**src/rtl/prio_enc8_3_pkg.sv**
```systemverilog
// rtl/prio_enc8_3_pkg.sv - shared types, sizes and helpers for the priority encoder
package prio_enc_pkg;

    localparam int NUM_SRC = 8;
    localparam int CODE_W  = 3;

    typedef enum logic {
        IDLE    = 1'b0,
        PRESENT = 1'b1
    } enc_state_t;

    function automatic logic [NUM_SRC-1:0] onehot8(input logic [CODE_W-1:0] code);
        logic [NUM_SRC-1:0] v;
        v       = '0;
        v[code] = 1'b1;
        return v;
    endfunction

endpackage

```
**src/rtl/prio_enc8_3_if.sv**
```systemverilog
// rtl/prio_enc8_3_if.sv - valid/ready code handshake between encoder and dispatcher
interface prio_enc8_3_if
    import prio_enc_pkg::*;
    ();

    logic              code_valid;
    logic [CODE_W-1:0] code;
    logic              code_ready;

    modport master (
        output code_valid,
        output code,
        input  code_ready
    );

    modport slave (
        input  code_valid,
        input  code,
        output code_ready
    );

endinterface

```
**src/rtl/prio_enc8_3_enc.sv**
```systemverilog
// rtl/prio_enc8_3_enc.sv - combinational highest-index-wins encoder over the pending vector
module prio_enc8
    import prio_enc_pkg::*;
(
    input  logic [NUM_SRC-1:0] pend_i,
    output logic [CODE_W-1:0]  idx_o,
    output logic               any_o
);

    // Ascending scan so the last hit, the highest index, wins.
    always_comb begin
        idx_o = '0;
        for (int i = 0; i < NUM_SRC; i++) begin
            if (pend_i[i]) begin
                idx_o = CODE_W'(i);
            end
        end
    end

    assign any_o = |pend_i;

endmodule

```
**src/rtl/prio_enc8_3.sv**
```systemverilog
// rtl/prio_enc8_3.sv - registered 8-to-3 priority encoder with event capture and handshake
module prio_enc8_3
    import prio_enc_pkg::*;
#(
    parameter bit EDGE_MODE = 1'b1
) (
    input  logic               clk,
    input  logic               rst,
    input  logic               en,
    input  logic [NUM_SRC-1:0] req,
    prio_enc8_3_if.master      code_if,
    output logic [NUM_SRC-1:0] pend,
    output logic               overflow
);

    enc_state_t         state_q, state_d;
    logic [NUM_SRC-1:0] pend_q, pend_d;
    logic [NUM_SRC-1:0] req_q;
    logic [CODE_W-1:0]  code_q, code_d;
    logic               overflow_q, overflow_d;

    logic [NUM_SRC-1:0] set_v;
    logic [NUM_SRC-1:0] clr_v;
    logic [CODE_W-1:0]  enc_idx;
    logic               enc_any;
    logic               accept;

    prio_enc8 u_enc (
        .pend_i (pend_q),
        .idx_o  (enc_idx),
        .any_o  (enc_any)
    );

    assign accept = (state_q == PRESENT) && code_if.code_ready;
    assign set_v  = en ? (EDGE_MODE ? (req & ~req_q) : req) : '0;
    assign clr_v  = accept ? onehot8(code_q) : '0;

    // Set is OR-ed after the clear so an event landing on the accepted line survives.
    assign pend_d     = (pend_q & ~clr_v) | set_v;
    assign overflow_d = |(set_v & pend_q & ~clr_v);

    always_comb begin
        state_d = state_q;
        code_d  = code_q;
        case (state_q)
            IDLE: begin
                if (enc_any) begin
                    code_d  = enc_idx;
                    state_d = PRESENT;
                end
            end
            PRESENT: begin
                if (code_if.code_ready) begin
                    state_d = IDLE;
                end
            end
            default: state_d = IDLE;
        endcase
    end

    always_ff @(posedge clk or posedge rst) begin
        if (rst) begin
            state_q    <= IDLE;
            pend_q     <= '0;
            req_q      <= '0;
            code_q     <= '0;
            overflow_q <= 1'b0;
        end else begin
            state_q    <= state_d;
            pend_q     <= pend_d;
            req_q      <= req;
            code_q     <= code_d;
            overflow_q <= overflow_d;
        end
    end

    assign code_if.code_valid = (state_q == PRESENT);
    assign code_if.code       = code_q;
    assign pend               = pend_q;
    assign overflow           = overflow_q;

endmodule

```
**src/flat_wrapper.sv**
```systemverilog
// flat-port wrapper written by rule: the top's interface ports become plain ports
module prio_enc8_3_flat import prio_enc_pkg::*;
#(
    parameter bit EDGE_MODE = 1'b1
)
  (clk, rst, en, req, pend, overflow, code_if_code_valid, code_if_code, code_if_code_ready);
  prio_enc8_3_if code_if_i ();
  input  logic clk;
  input  logic rst;
  input  logic en;
  input  logic [NUM_SRC-1:0] req;
  output logic [NUM_SRC-1:0] pend;
  output logic overflow;
  output wire logic [$bits(code_if_i.code_valid)-1:0] code_if_code_valid;
  output wire logic [$bits(code_if_i.code)-1:0] code_if_code;
  input wire logic [$bits(code_if_i.code_ready)-1:0] code_if_code_ready;
  assign code_if_code_valid = code_if_i.code_valid;
  assign code_if_code = code_if_i.code;
  assign code_if_i.code_ready = code_if_code_ready;
  prio_enc8_3 #(.EDGE_MODE(EDGE_MODE)) u_core (.clk(clk), .rst(rst), .en(en), .req(req), .code_if(code_if_i), .pend(pend), .overflow(overflow));
endmodule
```
**config.mk**
```make
export PLATFORM = sky130hd
export DESIGN_NAME = prio_enc8_3_flat
export DESIGN_NICKNAME = d
export VERILOG_FILES = /design/src/rtl/prio_enc8_3_pkg.sv /design/src/rtl/prio_enc8_3_if.sv /design/src/rtl/prio_enc8_3_enc.sv /design/src/rtl/prio_enc8_3.sv /design/src/flat_wrapper.sv
export SDC_FILE = /design/constraint.sdc
export NUM_CORES = 1
export LEC_CHECK = 0
export BUFFER_PORTS_ARGS = -buffer_cell sky130_fd_sc_hd__buf_2
export CAP_MARGIN = 20
export CORE_MARGIN = 10
export CORE_UTILIZATION = 49
export CTS_CLUSTER_DIAMETER = 120
export CTS_CLUSTER_SIZE = 20
export DETAILED_ROUTE_END_ITERATION = 10
export HOLD_SLACK_MARGIN = 0.06
export MAX_ROUTING_LAYER = met4
export PLACE_DENSITY = 0.73
export SETUP_SLACK_MARGIN = 0.02
export SYNTH_ARGS = -nofsm -noshare
export SYNTH_HDL_FRONTEND = slang
export SYNTH_HIERARCHICAL = 1
export SYNTH_SLANG_ARGS = --single-unit
```
**constraint.sdc**
```tcl
create_clock -name clk -period 1.8 [get_ports clk]
set_clock_uncertainty 0.05 [all_clocks]
set_input_delay 0.36 -clock clk [delete_from_list [all_inputs] [get_ports clk]]
set_output_delay 0.36 -clock clk [all_outputs]
set_load 0.02 [all_outputs]
```
[Word-level counts from Yosys, hierarchy flattened]
Index checks and enable logic that the tools add are counted.
Operators by class
  add/sub/neg operators: 0
  reduce and logical (&&, ||, !) cells: 5
  mux-type cells: 14
  order comparisons: 2
  divide/modulo/power cells: 0
  eq/ne operators: 0
  bitwise operators: 8
  multipliers: 0
  shifts and indexed selects: 0
Operator list (number)
  $and 8x8->8: 4
  $mux 3: 6
  $mux 8: 2
  $not 8->8: 2
  $reduce_or 8->1: 2
  $or 8x8->8: 1
  $lt 3x4->1 const B: 1
  $mux 1: 4
  $demux 1 s3: 1
  $ge 3x1->1 const B: 1
  $logic_and 1x1->1: 2
  $pmux 1 s2: 1
  $reduce_and 2->1: 1
  $not 1->1: 1
Storage, ports and cells
  register bits: 21
  output and inout bits: 13
  RAM bits: 0
  ROM bits: 0
  logic and storage cells: 34
  input bits: 12
  memories: 0
  bits in latches: 0

[Logic depth before layout (Yosys ltp)]
Gate-level depths: netlist of run 1.
  word-level depth: 8
  gate-level depth with buffers: 5
  gate-level depth less buffers: 5

[Cells and area by module]
The synthesis of run 1 kept the hierarchy.
Modules (own cells, without submodules)
  prio_enc8_3: area an instance 835.8 um^2, times used 1, sequential area each 525.5 um^2, cells each 70
  prio_enc8: area an instance 66.3 um^2, times used 1, sequential area each 0.0 um^2, cells each 12

[Worst setup path before layout of run 1]
Ideal clock, no wire load.
  path type: register -> register
  start: register u_core.code_q[0], in the netlist u_core/code_if.code[0]
  end: register u_core.overflow_q, in the netlist u_core/overflow
  setup time: 0.129 ns
  data arrival time: 1.369 ns
  required time: 1.621 ns
  cell stages (with the launch flop): 6
  path slack: 0.252 ns
  buffers on the path: 0
  period minus slack after synthesis: 1.548 ns
  cells stage by stage: dfrtp_1 -> and3b_2 -> nand3_1 -> nand2_1 -> o32ai_1 -> o41a_1
Between the ends
  cells in the longest elaborated chain, start to end: 8
  elaborated cells on any way between the ends: 9
  those cells by class: order compare: 2; mux: 3; bitwise: 2; reduce/logical: 2
Ends and longest elaborated chain
  start: declaration: RTL line prio_enc8_3.sv:19  | logic [CODE_W-1:0] code_q, code_d;
  start signal: assignment: RTL line prio_enc8_3.sv:72  | code_q <= code_d;
  $lt 3x4->1 (implied by the code) / $ge 3x1->1 (equally long branches): RTL line prio_enc8_3_pkg.sv:15  | v[code] = 1'b1;
  $logic_and 1x1->1 (implied by the code): RTL line prio_enc8_3_pkg.sv:15
  $mux 1 (implied by the code): RTL line prio_enc8_3_pkg.sv:15
  $demux 1 s3 *
  $mux 8 *: RTL line prio_enc8_3.sv:36  | assign clr_v = accept ? onehot8(code_q) : '0;
  $not 8->8 *: RTL line prio_enc8_3.sv:40  | assign overflow_d = |(set_v & pend_q & ~clr_v);
  $and 8x8->8 *: RTL line prio_enc8_3.sv:40
  $reduce_or 8->1 *: RTL line prio_enc8_3.sv:40
  via u_core.overflow_d: RTL line prio_enc8_3.sv:20  | logic overflow_q, overflow_d;
  end signal: assignment: RTL line prio_enc8_3.sv:73  | overflow_q <= overflow_d;
  end: declaration: RTL line prio_enc8_3.sv:20
The timed path passes the listed nets; every way through them passes the cells marked *.
A chain may end at the register's enable or synchronous reset.

[Worst setup path after layout of run 1]
  start: register u_core.code_q[1], in the netlist u_core/code_if.code[1]
  end: register u_core.overflow_q, in the netlist u_core/overflow
The elaborated chain is that of the path after synthesis.

==> results.tsv, run 1 <==
stage	metric	value	unit
global_route	GR Overflow Total	0	
routing	routed via count	715	
clock_tree	CTS Buf Count	3	
synth	syn avg cell area	11.00	sq um
floorplan	Die Y	62.91	microns
synth	Synth cell types	28	
synth	Post-synth EDFFs	0	
power	Pwr Density	1258	mW/mm^2
synth	fraction of the mapped netlist area in simple logic gates	0.2150	
place	detailed placer's ending HPWL	1.565	mm
clock_tree	clk_lat worst skew	290	ps
finish	Final Instance Area	0.001099	sq mm
timing	setup TNS	0	ps
synth	Main synth FF type	dfrtp_1	
global_route	GRT Total Usage	0.1027	
place	Port Buffers	24	
routing	routed wire length	1.931	mm
worst_setup_path	Worst Setup SP	u_core/code_if.code[1]$_DFFE_PP0P_	
synth	Synth Area in Adders	0	
floorplan	initial core utilization	0.5168	
worst_setup_path	Worst setup endpoint	u_core/overflow$_DFF_PP0_	
worst_setup_path	R2R cell count	5	
timing	Final setup viols	0	
routing	drt pass-1 iters	4	
synth	largest family of logic cells by synthesized area	simple AND/OR/NAND/NOR gates	
timing	final cycle utilization of the critical path	0.8727	
finish	Nets	125	
power	internal power	0.8560	mW
floorplan	Row Count	15	
synth	Seq/Total Area, Yosys	0.5825	
clock_tree	setup bufs post-CTS	0	
synth	synth top area cells	dfrtp_1, nand2_1, mux2_2, inv_1, nand2b_1	
global_route	vias in the first global route	787	
synth	Synth top area share	0.5825	
synth	Yosys reg bits	21	
clock_tree	htree depth	1	
worst_setup_path	worst-path maximum fanout	7	
worst_setup_path	worst flop-to-flop path endpoint	u_core/overflow$_DFF_PP0_	
finish	# fillers	154	
power	Net Switching	0.5263	mW
job	Max-Cap Viols	0	
floorplan	Top Ports	25	
worst_setup_path	worst reg2reg setup slack	230	ps
synth	synthesis warning total	6	
finish	share of layout cells above drive strength 1	0.3482	
global_route	first-pass GRT wire length	3.291	mm
finish	ANT cells	0	
power	Seq pwr share	0.489	
clock_tree	clock buffer depth	2	
clock_tree	TritonCTS clock tree	built	
worst_setup_path	CP arrival	1710	ps
synth	Syn Std Cell Area	902.1	sq um
timing	Slew HR	0.8303	
global_route	largest net degree at the start of global routing	22	
run_status	status	completed	
power	switching share of power	0.3807	
timing	Slew @ Worst Pin	254.5	ps
routing	residual DRC count	0	
synth	Post-synth ARST share	1.000	
synth	Synth Area in XOR/XNOR	0	
timing	Max Slew Vio Count	0	
min_path	Hold Path Class	in2reg	
clock_tree	Post-CTS Hold Buffers	1	
timing	Final Hold Viols	0	
worst_setup_path	worst setup path class	reg2reg	
clock_tree	# resized after CTS	0	
routing	Initial DRC Count	22	
routing	Via density	5.219	
floorplan	die area	0.003957	sq mm
timing	maximum clock rate	636.6	MHz
timing	Final Critical Period	1571	ps
synth	mux cell area share after synthesis	0.03745	
timing	worst hold slack	124.4	ps
synth	compound-gate portion of the synthesized area	0.1401	
synth	area leader, netlist	dfrtp_1	
routing	Routed WL per cell	14.09	microns
place	Placed Area	0.001061	sq mm
clock_tree	clock sink total	21	
power	Clk pwr share	0.158	
synth	Synth top cells by count	dfrtp_1, nand2_1, inv_1, nor2_1	
clock_tree	Root Driver	clkbuf_4	
worst_setup_path	CP Launch Type	flop	
worst_setup_path	critical path required time	1940	ps
power	Logic pwr share	0.354	
place	Final GP Congestion	0.8582	
timing	RSZ-0062 raised after global routing	false	
clock_tree	clock transition at the registers of the reported paths	120	ps
synth	Mapped Nets	94	
synth	Mapped Cells	82	
power	power after layout	1.382	mW
floorplan	die width	62.91	microns
worst_setup_path	RR Startpoint	u_core/code_if.code[1]$_DFFE_PP0P_	
power	LEAKAGE	0.5075	nW
floorplan	core box area	0.001745	sq mm
routing	post-route ant nets	0	
worst_setup_path	crit end category	flop	
global_route	initial antenna violation count	0	
synth	count leader, synth	dfrtp_1	
power	peak supply drop	0.0008156	V
finish	Layout area overhead	21.77	%
[registers in the layout (all words and copies together) (netlist names)]
signal	count
u_core/code_if.code	3
u_core/code_if.code_valid	1
u_core/overflow	1
u_core/pend	8
u_core/req_q	8
[power groups by stage]
stage               clock network [mW]  registers [mW]  logic, mW
floorplan                            0           0.769      0.238
global placement                     0           0.680      0.492
detailed placement                   0           0.687      0.495
CTS                              0.225           0.677      0.496
global route                     0.250           0.693      0.540
finish                           0.218           0.676      0.489
[area by class of cell]
| class | instances | area [sq um] | area share |
|---|---|---|---|
| timing repair buffer | 26 | 137.6 | 0.1253 |
| tap | 25 | 31.28 | 0.02847 |
| multi-input combinational | 55 | 354.1 | 0.3223 |
| sequential | 21 | 525.5 | 0.4784 |
| clock buffer | 3 | 22.52 | 0.02050 |
| inverter | 6 | 22.52 | 0.02050 |
| clock inverter | 1 | 5.005 | 0.004556 |
[cell families (layout without fill, tap and decap cells)]
family / Yosys count / count (layout)
buffers and inverters: 6 / 36
flip-flops: 21 / 21
multiplexers: 3 / 3
AO/OA/AOI/OAI: 16 / 16
AND/OR/NAND/NOR: 36 / 36
[worst min path at each step]
stage | to | depth (start not counted) | start
floorplan | u_core/code_if.code[0]$_DFFE_PP0P_ | 1 | rst
global placement | u_core/pend[2]$_DFF_PP0_ | 3 | rst
detailed placement | u_core/req_q[1]$_DFF_PP0_ | 3 | rst
CTS | u_core/req_q[5]$_DFF_PP0_ | 1 | req[5]
global route | u_core/req_q[5]$_DFF_PP0_ | 1 | req[5]
finish | u_core/req_q[6]$_DFF_PP0_ | 1 | req[6]
[critical path, cell delays in order, from the launching register on]
cell and delay (ps):
dfrtp_1 450, and2b_1 230, nand2_1 70, a32oi_1 210, o221ai_1 140, o41a_1 310
[cells in the final DEF, fill, tap and decap left out]
master and count:
o31ai_2 1, nand4_1 1, a21oi_2 1, o32ai_1 1, nand3b_1 2, clkbuf_4 3, and3_4 1, dfrtp_1 21
clkinv_2 1, a32oi_1 1, nand2_1 14, mux2_2 3, dlygate4sd3_1 1, o31ai_1 2, a21o_1 2, nor2b_1 2
nor3b_1 2, buf_2 24, o21ai_0 3, o221ai_1 1, o41a_1 1, nand3_1 2, a21boi_1 1, and2b_2 1
buf_4 1, a22o_2 1, nor2_1 5, inv_2 1, a21oi_1 1, inv_1 5, nand2b_1 3, and3b_2 1
and2b_1 2
[per-layer routing]
| layer | GRT usage | share of wire | vias up | wire, microns |
|---|---|---|---|---|
| met2 | 0.1739 | 0.50 | 19 | 975 |
| met1 | 0.1132 | 0.43 | 351 | 831 |
| li1 | - | - | 343 | - |
| met4 | 0.03352 | 0.0062 | 0 | 12 |
| met3 | 0.02867 | 0.058 | 2 | 112 |
| met5 | - | 0 | - | 0 |
[metrics by stage]
stage / utilization / worst slack [ps] / std cells
final: 0.6294 / 229.2 / 137
after global routing: 0.6294 / 108.1 / 137
after CTS: 0.6294 / 229.5 / 137
after detailed placement: 0.6079 / 232.9 / 132
after global placement: 0.6079 / 259.9 / 132
after floorplan: - / 251.9 / 82
Note: power is estimated with default switching activity, not from simulation.
==> run 2: changes to the inputs <==
Settings changed: RECOVER_POWER from default to 25.
==> results.tsv, run 2 (synthesized netlist as in run 1, its figures left out) <==
stage	metric	value	unit
clock_tree	setup bufs post-CTS	0	
worst_setup_path	R2R cell count	5	
routing	drt pass-1 iters	4	
routing	Routed WL per cell	14.15	microns
min_path	Hold Path Class	in2reg	
worst_setup_path	critical path required time	1940	ps
worst_setup_path	CP Launch Type	flop	
routing	routed wire length	1.939	mm
worst_setup_path	RR Startpoint	u_core/code_if.code[1]$_DFFE_PP0P_	
place	Final GP Congestion	0.8582	
finish	Nets	125	
worst_setup_path	Critical Path, Cell by Cell	and2b_1, nand2_1, a32oi_1, o221ai_1, o41a_1	
place	detailed placer's ending HPWL	1.565	mm
global_route	first-pass GRT wire length	3.291	mm
clock_tree	clock sink total	21	
timing	final cycle utilization of the critical path	0.8728	
finish	commonest non-fill, non-tap cells in the layout	dfrtp_1, buf_2, nand2_1, inv_1, nor2_1	
global_route	GR Overflow Total	0	
timing	Slew HR	0.6715	
run_status	status	completed	
timing	Max Slew Vio Count	0	
timing	setup TNS	0	ps
min_path	hold path depth	1	
global_route	vias in the first global route	787	
timing	Final Hold Viols	0	
min_path	hold path startpoint	req[6]	
finish	# fillers	157	
clock_tree	CTS Buf Count	3	
power	peak supply drop	0.0008156	V
worst_setup_path	worst-path maximum fanout	7	
worst_setup_path	CP peak stage delay	450	ps
floorplan	core box area	0.001745	sq mm
clock_tree	clk_lat worst skew	290	ps
place	dpl ws	232.9	ps
job	Max-Cap Viols	0	
clock_tree	TritonCTS clock tree	built	
power	LEAKAGE	0.4959	nW
timing	maximum clock rate	636.5	MHz
clock_tree	Root Driver	clkbuf_4	
routing	routed via count	718	
worst_setup_path	CP max stage cell	dfrtp_1	
floorplan	Row Count	15	
routing	Initial DRC Count	28	
finish	most common cell after layout, fill and taps aside	dfrtp_1	
power	Pwr Density	1267	mW/mm^2
finish	ANT cells	0	
timing	Final Critical Period	1571	ps
routing	residual DRC count	0	
floorplan	Top Ports	25	
clock_tree	htree depth	1	
min_path	Hold EP	u_core/req_q[6]$_DFF_PP0_	
place	Port Buffers	24	
global_route	largest net degree at the start of global routing	22	
floorplan	initial core utilization	0.5168	
floorplan	Die Y	62.91	microns
timing	Final setup viols	0	
finish	share of layout cells above drive strength 1	0.3125	
clock_tree	clock buffer depth	2	
timing	RSZ-0062 raised after global routing	false	
floorplan	die width	62.91	microns
worst_setup_path	worst setup path class	reg2reg	
finish	Layout area overhead	20.94	%
worst_setup_path	worst flop-to-flop path endpoint	u_core/overflow$_DFF_PP0_	
global_route	initial antenna violation count	0	
worst_setup_path	crit end category	flop	
routing	Via density	5.241	
routing	post-route ant nets	0	
worst_setup_path	worst reg2reg setup slack	230	ps
global_route	GRT Total Usage	0.1027	
timing	Slew @ Worst Pin	492.7	ps
floorplan	die area	0.003957	sq mm
finish	fin util	0.6251	
timing	slack of the critical path	228.9	ps
worst_setup_path	CP arrival	1710	ps
clock_tree	clock transition at the registers of the reported paths	120	ps
## run 2: critical path, delay by kind of cell (launching register included)
kind | cells | cell delay, ps
compound gates | 3 | 660
simple gates | 2 | 300
flops | 1 | 450
## run 2: stage by stage
step                      cell area, sq um  hold WS (ps)  power [mW]  std cells
after floorplan                      902.1         286.5       1.007         82
after global placement                1061         345.0       1.172        132
after detailed placement              1061         347.5       1.181        132
after CTS                             1099         118.1       1.398        137
after global routing                  1091         106.4       1.480        137
final                                 1091         123.6       1.382        137
## run 2: metal layers
layer,vias to the layer above,track usage,share of wire
li1,343,-,-
met1,353,0.1132,0.43
met4,0,0.03352,0.0062
met5,-,-,0
met2,20,0.1739,0.50
met3,2,0.02867,0.058
## run 2: where the power goes
group | total [mW] | switching (mW) | internal [mW]
logic | 0.487 | 0.279 | 0.208
clock network | 0.219 | 0.137 | 0.0826
registers | 0.676 | 0.112 | 0.563
total | 1.38 | 0.528 | 0.854
## run 2: how the worst max path moves through the flow
stage                                             from                   endpoint  slack, ps  depth (start not counted)
floorplan           u_core/code_if.code[0]$_DFFE_PP0P_  u_core/overflow$_DFF_PP0_        250                          5
global placement                    code_if_code_ready  u_core/overflow$_DFF_PP0_        260                          6
detailed placement                  code_if_code_ready  u_core/overflow$_DFF_PP0_        230                          6
CTS                 u_core/code_if.code[1]$_DFFE_PP0P_  u_core/overflow$_DFF_PP0_        230                          5
global route        u_core/code_if.code[1]$_DFFE_PP0P_  u_core/overflow$_DFF_PP0_        110                          5
finish              u_core/code_if.code[1]$_DFFE_PP0P_  u_core/overflow$_DFF_PP0_        230                          5
## run 2: final cells by class
class	count	area, sq um	area share
sequential	21	525.5	0.4816
clock inverter	1	5.005	0.004587
timing repair buffer	26	130.1	0.1193
inverter	6	22.52	0.02064
multi-input combinational	55	354.1	0.3245
tap	25	31.28	0.02867
clock buffer	3	22.52	0.02064
## run 2: timing repair
item / CTS / global route
endpoints found under the setup margin: 0 / 0
gates resized for setup: 0 / 0
endpoints found under the hold margin: 21 / 0
hold buffers: 1 / 0
